<file path="src/rtl/level_pkg.sv">
// Shared types and constants for the level sequencer: FSM state encoding,
// default transition length and the full-screen colours used on win/lose.
package level_pkg;

    typedef enum logic [2:0] {
        S_IDLE  = 3'd0,
        S_TRANS = 3'd1,
        S_PLAY  = 3'd2,
        S_WIN   = 3'd3,
        S_OVER  = 3'd4
    } state_t;

    localparam int          TRANS_FRAMES_DEF = 60;
    localparam logic [11:0] RGB_BLACK        = 12'h000;
    localparam logic [11:0] RGB_WIN          = 12'h0F0;
    localparam logic [11:0] RGB_OVER         = 12'hF00;

endpackage

</file>
<file path="src/rtl/vga_if.sv">
// VGA pixel stream bundle: timing counters, sync/blank strobes and 12-bit rgb.
interface vga_if;

    logic [10:0] hcount;
    logic [10:0] vcount;
    logic        hsync;
    logic        vsync;
    logic        hblnk;
    logic        vblnk;
    logic [11:0] rgb;

    modport in  (input  hcount, vcount, hsync, vsync, hblnk, vblnk, rgb);
    modport out (output hcount, vcount, hsync, vsync, hblnk, vblnk, rgb);

endinterface

</file>
<file path="src/rtl/rise_det.sv">
// Rising-edge detector: one-cycle pulse when d goes 0->1. RESET_VAL presets the
// history bit so a level already high at reset release can be masked.
module rise_det #(
    parameter logic RESET_VAL = 1'b0
) (
    input  logic clk,
    input  logic rst,
    input  logic d,
    output logic pulse
);

    logic prev_q;

    always_ff @(posedge clk) begin
        if (rst) begin
            prev_q <= RESET_VAL;
        end else begin
            prev_q <= d;
        end
    end

    assign pulse = d & ~prev_q;

endmodule

</file>
<file path="src/rtl/level_seq_ctrl.sv">
// Game level sequencer: steps idle -> black transition -> level play -> win/over
// on frame ticks, and muxes the level renderers onto one registered VGA stream.
module level_seq_ctrl
    import level_pkg::*;
#(
    parameter int TRANS_FRAMES = TRANS_FRAMES_DEF,
    parameter int NUM_LEVELS   = 2
) (
    input  logic       clk,
    input  logic       rst,
    input  logic       btn_start,
    input  logic       level_done,
    input  logic       player_hit,
    vga_if.in          vga_lvl1,
    vga_if.in          vga_lvl2,
    vga_if.out         vga_out,
    output logic [1:0] level_id,
    output logic [2:0] state
);

    localparam int                 FRAME_W    = $clog2(TRANS_FRAMES + 1);
    localparam logic [FRAME_W-1:0] FRAME_LAST = FRAME_W'(TRANS_FRAMES - 1);
    localparam logic [FRAME_W-1:0] FRAME_MAX  = FRAME_W'(TRANS_FRAMES);
    localparam logic [1:0]         LAST_LEVEL = 2'(NUM_LEVELS);

    state_t             state_q, state_d;
    logic [1:0]         level_q, level_d;
    logic [1:0]         next_level_q, next_level_d;
    logic [FRAME_W-1:0] frame_cnt_q, frame_cnt_d;
    logic               done_pend_q, done_pend_d;
    logic               hit_pend_q, hit_pend_d;
    logic               frame_tick;
    logic               start_press;
    logic [11:0]        rgb_d;

    rise_det #(.RESET_VAL(1'b0)) u_vblnk_rise (
        .clk   (clk),
        .rst   (rst),
        .d     (vga_lvl1.vblnk),
        .pulse (frame_tick)
    );

    // History preset to 1 so a button held through reset is not a press.
    rise_det #(.RESET_VAL(1'b1)) u_start_rise (
        .clk   (clk),
        .rst   (rst),
        .d     (btn_start),
        .pulse (start_press)
    );

    always_comb begin
        state_d      = state_q;
        level_d      = level_q;
        next_level_d = next_level_q;
        frame_cnt_d  = frame_cnt_q;
        done_pend_d  = done_pend_q;
        hit_pend_d   = hit_pend_q;

        if (state_q == S_PLAY) begin
            done_pend_d = done_pend_q | level_done;
            hit_pend_d  = hit_pend_q | player_hit;
        end

        case (state_q)
            S_IDLE: begin
                if (start_press) begin
                    state_d      = S_TRANS;
                    next_level_d = 2'd1;
                    frame_cnt_d  = '0;
                end
            end
            S_TRANS: begin
                if (frame_tick) begin
                    if (frame_cnt_q == FRAME_LAST) begin
                        state_d = S_PLAY;
                        level_d = next_level_q;
                    end
                    if (frame_cnt_q != FRAME_MAX) begin
                        frame_cnt_d = frame_cnt_q + 1'b1;
                    end
                end
            end
            S_PLAY: begin
                if (frame_tick) begin
                    if (hit_pend_d) begin
                        state_d = S_OVER;
                    end else if (done_pend_d) begin
                        if (level_q < LAST_LEVEL) begin
                            state_d      = S_TRANS;
                            next_level_d = level_q + 2'd1;
                            frame_cnt_d  = '0;
                            level_d      = 2'd0;
                        end else begin
                            state_d = S_WIN;
                        end
                    end
                    done_pend_d = 1'b0;
                    hit_pend_d  = 1'b0;
                end
            end
            S_WIN, S_OVER: begin
                if (start_press) begin
                    state_d = S_IDLE;
                    level_d = 2'd0;
                end
            end
            default: state_d = S_IDLE;
        endcase

        if (state_d != state_q) begin
            done_pend_d = 1'b0;
            hit_pend_d  = 1'b0;
        end
    end

    always_ff @(posedge clk) begin
        if (rst) begin
            state_q      <= S_IDLE;
            level_q      <= 2'd0;
            next_level_q <= 2'd0;
            frame_cnt_q  <= '0;
            done_pend_q  <= 1'b0;
            hit_pend_q   <= 1'b0;
        end else begin
            state_q      <= state_d;
            level_q      <= level_d;
            next_level_q <= next_level_d;
            frame_cnt_q  <= frame_cnt_d;
            done_pend_q  <= done_pend_d;
            hit_pend_q   <= hit_pend_d;
        end
    end

    // Tick-driven state changes land on the first vblank cycle, so any rgb
    // source switch is already hidden behind blanking.
    always_comb begin
        rgb_d = RGB_BLACK;
        if (!(vga_lvl1.hblnk || vga_lvl1.vblnk)) begin
            case (state_q)
                S_PLAY: begin
                    if (level_q == 2'd1) begin
                        rgb_d = vga_lvl1.rgb;
                    end else if (level_q == 2'd2) begin
                        rgb_d = vga_lvl2.rgb;
                    end
                end
                S_WIN:   rgb_d = RGB_WIN;
                S_OVER:  rgb_d = RGB_OVER;
                default: rgb_d = RGB_BLACK;
            endcase
        end
    end

    always_ff @(posedge clk) begin
        if (rst) begin
            vga_out.hcount <= '0;
            vga_out.vcount <= '0;
            vga_out.hsync  <= 1'b0;
            vga_out.vsync  <= 1'b0;
            vga_out.hblnk  <= 1'b0;
            vga_out.vblnk  <= 1'b0;
            vga_out.rgb    <= '0;
        end else begin
            vga_out.hcount <= vga_lvl1.hcount;
            vga_out.vcount <= vga_lvl1.vcount;
            vga_out.hsync  <= vga_lvl1.hsync;
            vga_out.vsync  <= vga_lvl1.vsync;
            vga_out.hblnk  <= vga_lvl1.hblnk;
            vga_out.vblnk  <= vga_lvl1.vblnk;
            vga_out.rgb    <= rgb_d;
        end
    end

    assign level_id = level_q;
    assign state    = state_q;

endmodule
</file>
<file path="src/flat_wrapper.sv">
// flat-port wrapper written by rule: the top's interface ports become plain ports
module level_seq_ctrl_flat import level_pkg::*;
#(
    parameter int TRANS_FRAMES = TRANS_FRAMES_DEF,
    parameter int NUM_LEVELS   = 2
)
  (clk, rst, btn_start, level_done, player_hit, level_id, state, vga_lvl1_hcount, vga_lvl1_vcount, vga_lvl1_hsync, vga_lvl1_vsync, vga_lvl1_hblnk, vga_lvl1_vblnk, vga_lvl1_rgb, vga_lvl2_hcount, vga_lvl2_vcount, vga_lvl2_hsync, vga_lvl2_vsync, vga_lvl2_hblnk, vga_lvl2_vblnk, vga_lvl2_rgb, vga_out_hcount, vga_out_vcount, vga_out_hsync, vga_out_vsync, vga_out_hblnk, vga_out_vblnk, vga_out_rgb);
  vga_if vga_lvl1_i ();
  vga_if vga_lvl2_i ();
  vga_if vga_out_i ();
  input  logic clk;
  input  logic rst;
  input  logic btn_start;
  input  logic level_done;
  input  logic player_hit;
  output logic [1:0] level_id;
  output logic [2:0] state;
  input wire logic [$bits(vga_lvl1_i.hcount)-1:0] vga_lvl1_hcount;
  input wire logic [$bits(vga_lvl1_i.vcount)-1:0] vga_lvl1_vcount;
  input wire logic [$bits(vga_lvl1_i.hsync)-1:0] vga_lvl1_hsync;
  input wire logic [$bits(vga_lvl1_i.vsync)-1:0] vga_lvl1_vsync;
  input wire logic [$bits(vga_lvl1_i.hblnk)-1:0] vga_lvl1_hblnk;
  input wire logic [$bits(vga_lvl1_i.vblnk)-1:0] vga_lvl1_vblnk;
  input wire logic [$bits(vga_lvl1_i.rgb)-1:0] vga_lvl1_rgb;
  input wire logic [$bits(vga_lvl2_i.hcount)-1:0] vga_lvl2_hcount;
  input wire logic [$bits(vga_lvl2_i.vcount)-1:0] vga_lvl2_vcount;
  input wire logic [$bits(vga_lvl2_i.hsync)-1:0] vga_lvl2_hsync;
  input wire logic [$bits(vga_lvl2_i.vsync)-1:0] vga_lvl2_vsync;
  input wire logic [$bits(vga_lvl2_i.hblnk)-1:0] vga_lvl2_hblnk;
  input wire logic [$bits(vga_lvl2_i.vblnk)-1:0] vga_lvl2_vblnk;
  input wire logic [$bits(vga_lvl2_i.rgb)-1:0] vga_lvl2_rgb;
  output wire logic [$bits(vga_out_i.hcount)-1:0] vga_out_hcount;
  output wire logic [$bits(vga_out_i.vcount)-1:0] vga_out_vcount;
  output wire logic [$bits(vga_out_i.hsync)-1:0] vga_out_hsync;
  output wire logic [$bits(vga_out_i.vsync)-1:0] vga_out_vsync;
  output wire logic [$bits(vga_out_i.hblnk)-1:0] vga_out_hblnk;
  output wire logic [$bits(vga_out_i.vblnk)-1:0] vga_out_vblnk;
  output wire logic [$bits(vga_out_i.rgb)-1:0] vga_out_rgb;
  assign vga_lvl1_i.hcount = vga_lvl1_hcount;
  assign vga_lvl1_i.vcount = vga_lvl1_vcount;
  assign vga_lvl1_i.hsync = vga_lvl1_hsync;
  assign vga_lvl1_i.vsync = vga_lvl1_vsync;
  assign vga_lvl1_i.hblnk = vga_lvl1_hblnk;
  assign vga_lvl1_i.vblnk = vga_lvl1_vblnk;
  assign vga_lvl1_i.rgb = vga_lvl1_rgb;
  assign vga_lvl2_i.hcount = vga_lvl2_hcount;
  assign vga_lvl2_i.vcount = vga_lvl2_vcount;
  assign vga_lvl2_i.hsync = vga_lvl2_hsync;
  assign vga_lvl2_i.vsync = vga_lvl2_vsync;
  assign vga_lvl2_i.hblnk = vga_lvl2_hblnk;
  assign vga_lvl2_i.vblnk = vga_lvl2_vblnk;
  assign vga_lvl2_i.rgb = vga_lvl2_rgb;
  assign vga_out_hcount = vga_out_i.hcount;
  assign vga_out_vcount = vga_out_i.vcount;
  assign vga_out_hsync = vga_out_i.hsync;
  assign vga_out_vsync = vga_out_i.vsync;
  assign vga_out_hblnk = vga_out_i.hblnk;
  assign vga_out_vblnk = vga_out_i.vblnk;
  assign vga_out_rgb = vga_out_i.rgb;
  level_seq_ctrl #(.TRANS_FRAMES(TRANS_FRAMES), .NUM_LEVELS(NUM_LEVELS)) u_core (.clk(clk), .rst(rst), .btn_start(btn_start), .level_done(level_done), .player_hit(player_hit), .vga_lvl1(vga_lvl1_i), .vga_lvl2(vga_lvl2_i), .vga_out(vga_out_i), .level_id(level_id), .state(state));
endmodule
</file>
<file path="config.mk">
export PLATFORM = sky130hd
export DESIGN_NAME = level_seq_ctrl_flat
export DESIGN_NICKNAME = d
export VERILOG_FILES = /design/src/rtl/level_pkg.sv /design/src/rtl/vga_if.sv /design/src/rtl/rise_det.sv /design/src/rtl/level_seq_ctrl.sv /design/src/flat_wrapper.sv
export SDC_FILE = /design/constraint.sdc
export NUM_CORES = 1
export LEC_CHECK = 0
export ABC_AREA = 0
export BUFFER_PORTS_ARGS = -buffer_cell sky130_fd_sc_hd__buf_2
export CORE_ASPECT_RATIO = 0.8
export CORE_MARGIN = 2
export CORE_UTILIZATION = 25
export CTS_BUF_LIST = sky130_fd_sc_hd__clkbuf_8 sky130_fd_sc_hd__clkbuf_16
export CTS_CLUSTER_SIZE = 24
export DETAILED_ROUTE_END_ITERATION = 8
export SYNTH_ARGS = -nofsm -noshare
export SYNTH_HDL_FRONTEND = slang
export SYNTH_SLANG_ARGS = --single-unit
</file>
<file path="constraint.sdc">
create_clock -name clk -period 2.5 [get_ports clk]
set_input_delay 0.125 -clock clk [delete_from_list [all_inputs] [get_ports clk]]
set_output_delay 0.125 -clock clk [all_outputs]
set_load 0.03 [all_outputs]
</file>
==> flow_metrics.env <==
export IMPL_insertion_delay_ns=0.31
export IMPL_most_used_cells_in_the_layout_excluding_fill_and_tap_cells="97 x sky130_fd_sc_hd__buf_2, 54 x sky130_fd_sc_hd__dfxtp_1, 30 x sky130_fd_sc_hd__nor2b_1, 16 x sky130_fd_sc_hd__nor2_1"
export IMPL_timing_final_setup_violations=0
export IMPL_worst_hold_startpoint="vga_lvl1_hcount[9]"
export IMPL_ys_warn_count=0
export IMPL_grt_pass1_vias=1787
export IMPL_die_area_sq_um=9570
export IMPL_area_growth_pct=33.1
export IMPL_final_hold_viols=0
export IMPL_crit_path_top_delay_cell="sky130_fd_sc_hd__or4b_1"
export IMPL_fillCellCount=881
export IMPL_rr_endpoint="u_core.level_id[0]"
export IMPL_timing_critical_path_cells="ha_1, nor2b_1, or3b_4, a22o_1, or4b_1, a21oi_1"
export IMPL_synth_ff_type="sky130_fd_sc_hd__dfxtp_1"
export IMPL_most_frequent_standard_cell_in_the_layout_excluding_fill_and_tap_cells="sky130_fd_sc_hd__buf_2"
export IMPL_grtUsageTotal=0.111
export IMPL_post_synthesis_cell_area_sq_um=2200
export IMPL_cts_root_to_sink_buffers=2
export IMPL_core_rowCount=30
export IMPL_period_minus_slack_ns=2.15
export IMPL_yosys_cell_types_count=49
export IMPL_synth_ff_latch_count=54
export IMPL_met1_capacity_usage_during_global_routing=0.143
export IMPL_maxCapViolations=0
export IMPL_synth_top_area_frac=0.491
export IMPL_detailedPlacementHpwl_mm=4.01
export IMPL_core_area_sq_um=8520
export IMPL_ys_async_sr_fraction=0
export IMPL_synth_net_count=315
export IMPL_crit_path_end_kind="flip-flop"
export IMPL_drt_pre_antenna_iters=4
export IMPL_layout_worst_path_cycle_share=0.858
export IMPL_antenna_cells=0
export IMPL_cp_data_required_time_ns=2.75
export IMPL_io_buffers=97
export IMPL_maxSlewViolCount=0
export IMPL_hold_ws_ns=0.0107
export IMPL_finalNetCount=415
export IMPL_cts_htree_levels=2
export IMPL_p_leak_nw=1.28
export IMPL_synth_area_top_cells="sky130_fd_sc_hd__dfxtp_1 49%, sky130_fd_sc_hd__nor2b_1 8.5%, sky130_fd_sc_hd__a22oi_1 4.4%"
export IMPL_initial_utilization=0.258
export IMPL_route_detailed_drc=0
export IMPL_timing_hold_worst_path_depth=2
export IMPL_largest_net_degree_at_the_start_of_global_routing=44
export IMPL_detailedRoute_firstIterationViolations=68
export IMPL_result_of_the_run="complete, no violations"
export IMPL_sum_of_overflow_across_all_layers_after_global_routing=0
export IMPL_grt_util_met3=0.0313
export IMPL_ff2ff_setup_slack_ns=0.35
export IMPL_ir_worst_vdd_mv=0.262
export IMPL_wire_per_inst_um=12.1
export IMPL_grt_pass1_wl_mm=8.40
export IMPL_hp_class="primary input to flip-flop"
export IMPL_ctsRootBufferMaster="sky130_fd_sc_hd__clkbuf_8"
export IMPL_die_height_um=87.9
export IMPL_worst_path_max_fanout=5
export IMPL_gr_usage_met2=0.178
export IMPL_grt_setup_unrepaired="false"
export IMPL_ff2ff_path_depth=6
export IMPL_totalWireLength_mm=5.38
export IMPL_worstSetupPathType="flip-flop to flip-flop"
export IMPL_tritoncts="done"
export IMPL_clock_sink_count=54
export IMPL_worst_ep_arrival_time_ns=2.39
export IMPL_max_slew_margin=0.670
export IMPL_synthDominantAreaCellType="sky130_fd_sc_hd__dfxtp_1"
export IMPL_gp_congestion=0.783
export IMPL_whs_endpoint="u_core.vga_out.hcount[9]"
export IMPL_max_clock_freq_mhz=466
export IMPL_netlist_instances=230
export IMPL_seq_area_frac_synth=0.491
export IMPL_syn_avg_cell_area_sq_um=9.56
export IMPL_ios=124
export IMPL_detailroute_via_count=1959
export IMPL_fin_setup_tns_ns=0
export IMPL_drive_gt1_frac=0.369
export IMPL_critical_path_reg2reg_startpoint="u_core.frame_cnt_q[0]"
export IMPL_worst_setup_hold_path_clk_slew_ns=0.11
export IMPL_initial_antenna_violation_count=0
export IMPL_power_density_nw_per_um2=555
export IMPL_worstSetupStartpointType="flip-flop"
export IMPL_ant_nets=0
export IMPL_route_detailed_vias_per_inst=4.42
export IMPL_fp_dieW_um=109
export IMPL_clock_skew_final_ns=0.00682
export IMPL_synth_enable_flop_cells=0
export IMPL_cts_inserted_buffers=5
export IMPL_max_stage_delay_ns=0.50
export IMPL_grt_busiest_layer="met2"
export IMPL_worst_pin_slew_ns=0.494
## cells in the mapped netlist, types with 2 or more instances
library cell	count
sky130_fd_sc_hd__or3_1	2
sky130_fd_sc_hd__or2_2	2
sky130_fd_sc_hd__a22oi_1	13
sky130_fd_sc_hd__buf_2	2
sky130_fd_sc_hd__dfxtp_1	54
sky130_fd_sc_hd__nand2_1	10
sky130_fd_sc_hd__or4b_1	2
sky130_fd_sc_hd__and2_1	3
sky130_fd_sc_hd__inv_1	6
sky130_fd_sc_hd__nor2_1	16
sky130_fd_sc_hd__nor2b_1	30
sky130_fd_sc_hd__buf_6	2
sky130_fd_sc_hd__a21o_1	2
sky130_fd_sc_hd__a21oi_1	13
sky130_fd_sc_hd__o31ai_1	3
sky130_fd_sc_hd__ha_1	4
sky130_fd_sc_hd__or4_1	2
sky130_fd_sc_hd__o21ai_0	13
sky130_fd_sc_hd__a211o_1	2
sky130_fd_sc_hd__a31oi_1	2
sky130_fd_sc_hd__nand3_1	7
sky130_fd_sc_hd__clkbuf_1	8
sky130_fd_sc_hd__nand2b_1	6
## metrics by stage
step / area [sq um] / instances / total power, W / worst slack, ns / util
floorplan: 2200 / 230 / 0.00103 / 0.448 / -
global placement: 2800 / 432 / 0.00111 / 0.402 / 0.329
detailed placement: 2800 / 432 / 0.00111 / 0.405 / 0.329
CTS: 2930 / 443 / 0.00165 / 0.351 / 0.344
global route: 2930 / 443 / 0.00170 / 0.236 / 0.344
finish: 2930 / 443 / 0.00162 / 0.354 / 0.344
## layer usage
layer  vias up  part of all wire
met3         4             0.054
met1       902              0.46
met2        49              0.48
met5         -                 0
li1       1004                 -
met4         0             0.012
## repair_timing
action                                 4_1_cts  5_1_grt
hold buffers                                 3        0
setup endpoints to repair                    0        0
buffers inserted                             0        0
endpoints found under the hold margin        3        0
gates resized for setup                      0        0
## final cells by class
type                            count  area [sq um]  area share
Sequential cell                    54          1080       0.369
Multi-Input combinational cell    156          1020       0.349
Timing Repair Buffer              106           561       0.191
Tap cell                          112           140      0.0479
Clock buffer                        5          68.8      0.0235
Clock inverter                      3          28.8     0.00983
Inverter                            7          26.3     0.00897
## flip-flops by register name, indices dropped and copies added, names as in the netlist, 2 cells and up
signal and cells:
u_core.vga_out.hcount 11, u_core.vga_out.vcount 11, u_core.level_id 2, u_core.next_level_q 2, u_core.vga_out.rgb 12, u_core.frame_cnt_q 6
u_core.state 3
## cell families (layout without fill, tap and decap cells)
| group | after synthesis | count (layout) | synth area share |
|---|---|---|---|
| AND/OR/NAND/NOR | 91 | 91 | 0.253 |
| AO/OA/AOI/OAI | 59 | 59 | 0.180 |
| flip-flops | 54 | 54 | 0.491 |
| buffers and inverters | 20 | 121 | 0.0438 |
| adder cells (fa/ha/maj) | 4 | 4 | 0.0228 |
| multiplexers | 2 | 2 | 0.00967 |
## worst max-delay path, delay by kind of cell, from the launching register on
kind | cells | cell delay [ns]
compound gates | 2 | 0.35
simple gates | 3 | 1.12
fa+ha+maj | 1 | 0.21
flops | 1 | 0.40
## where the power goes
part | leakage, nW | total (W) | switching (W) | internal, W
Combinational | 0.789 | 0.000201 | 0.000116 | 0.0000850
Sequential | 0.443 | 0.000894 | 0.00000853 | 0.000885
Clock | 0.0502 | 0.000530 | 0.000322 | 0.000209
## how the worst max path moves through the flow
stage,from,endpoint,slack (ns),cells past startpoint
after global routing,u_core.frame_cnt_q[0],u_core.level_id[0],0.24,6
after global placement,u_core.frame_cnt_q[0],u_core.level_id[0],0.40,6
final,u_core.frame_cnt_q[0],u_core.level_id[0],0.35,6
after floorplan,u_core.state[0],u_core.level_id[0],0.45,6
after CTS,u_core.frame_cnt_q[0],u_core.level_id[0],0.35,6
after detailed placement,u_core.frame_cnt_q[0],u_core.level_id[0],0.40,6
Power figures use the tool's default switching activity.
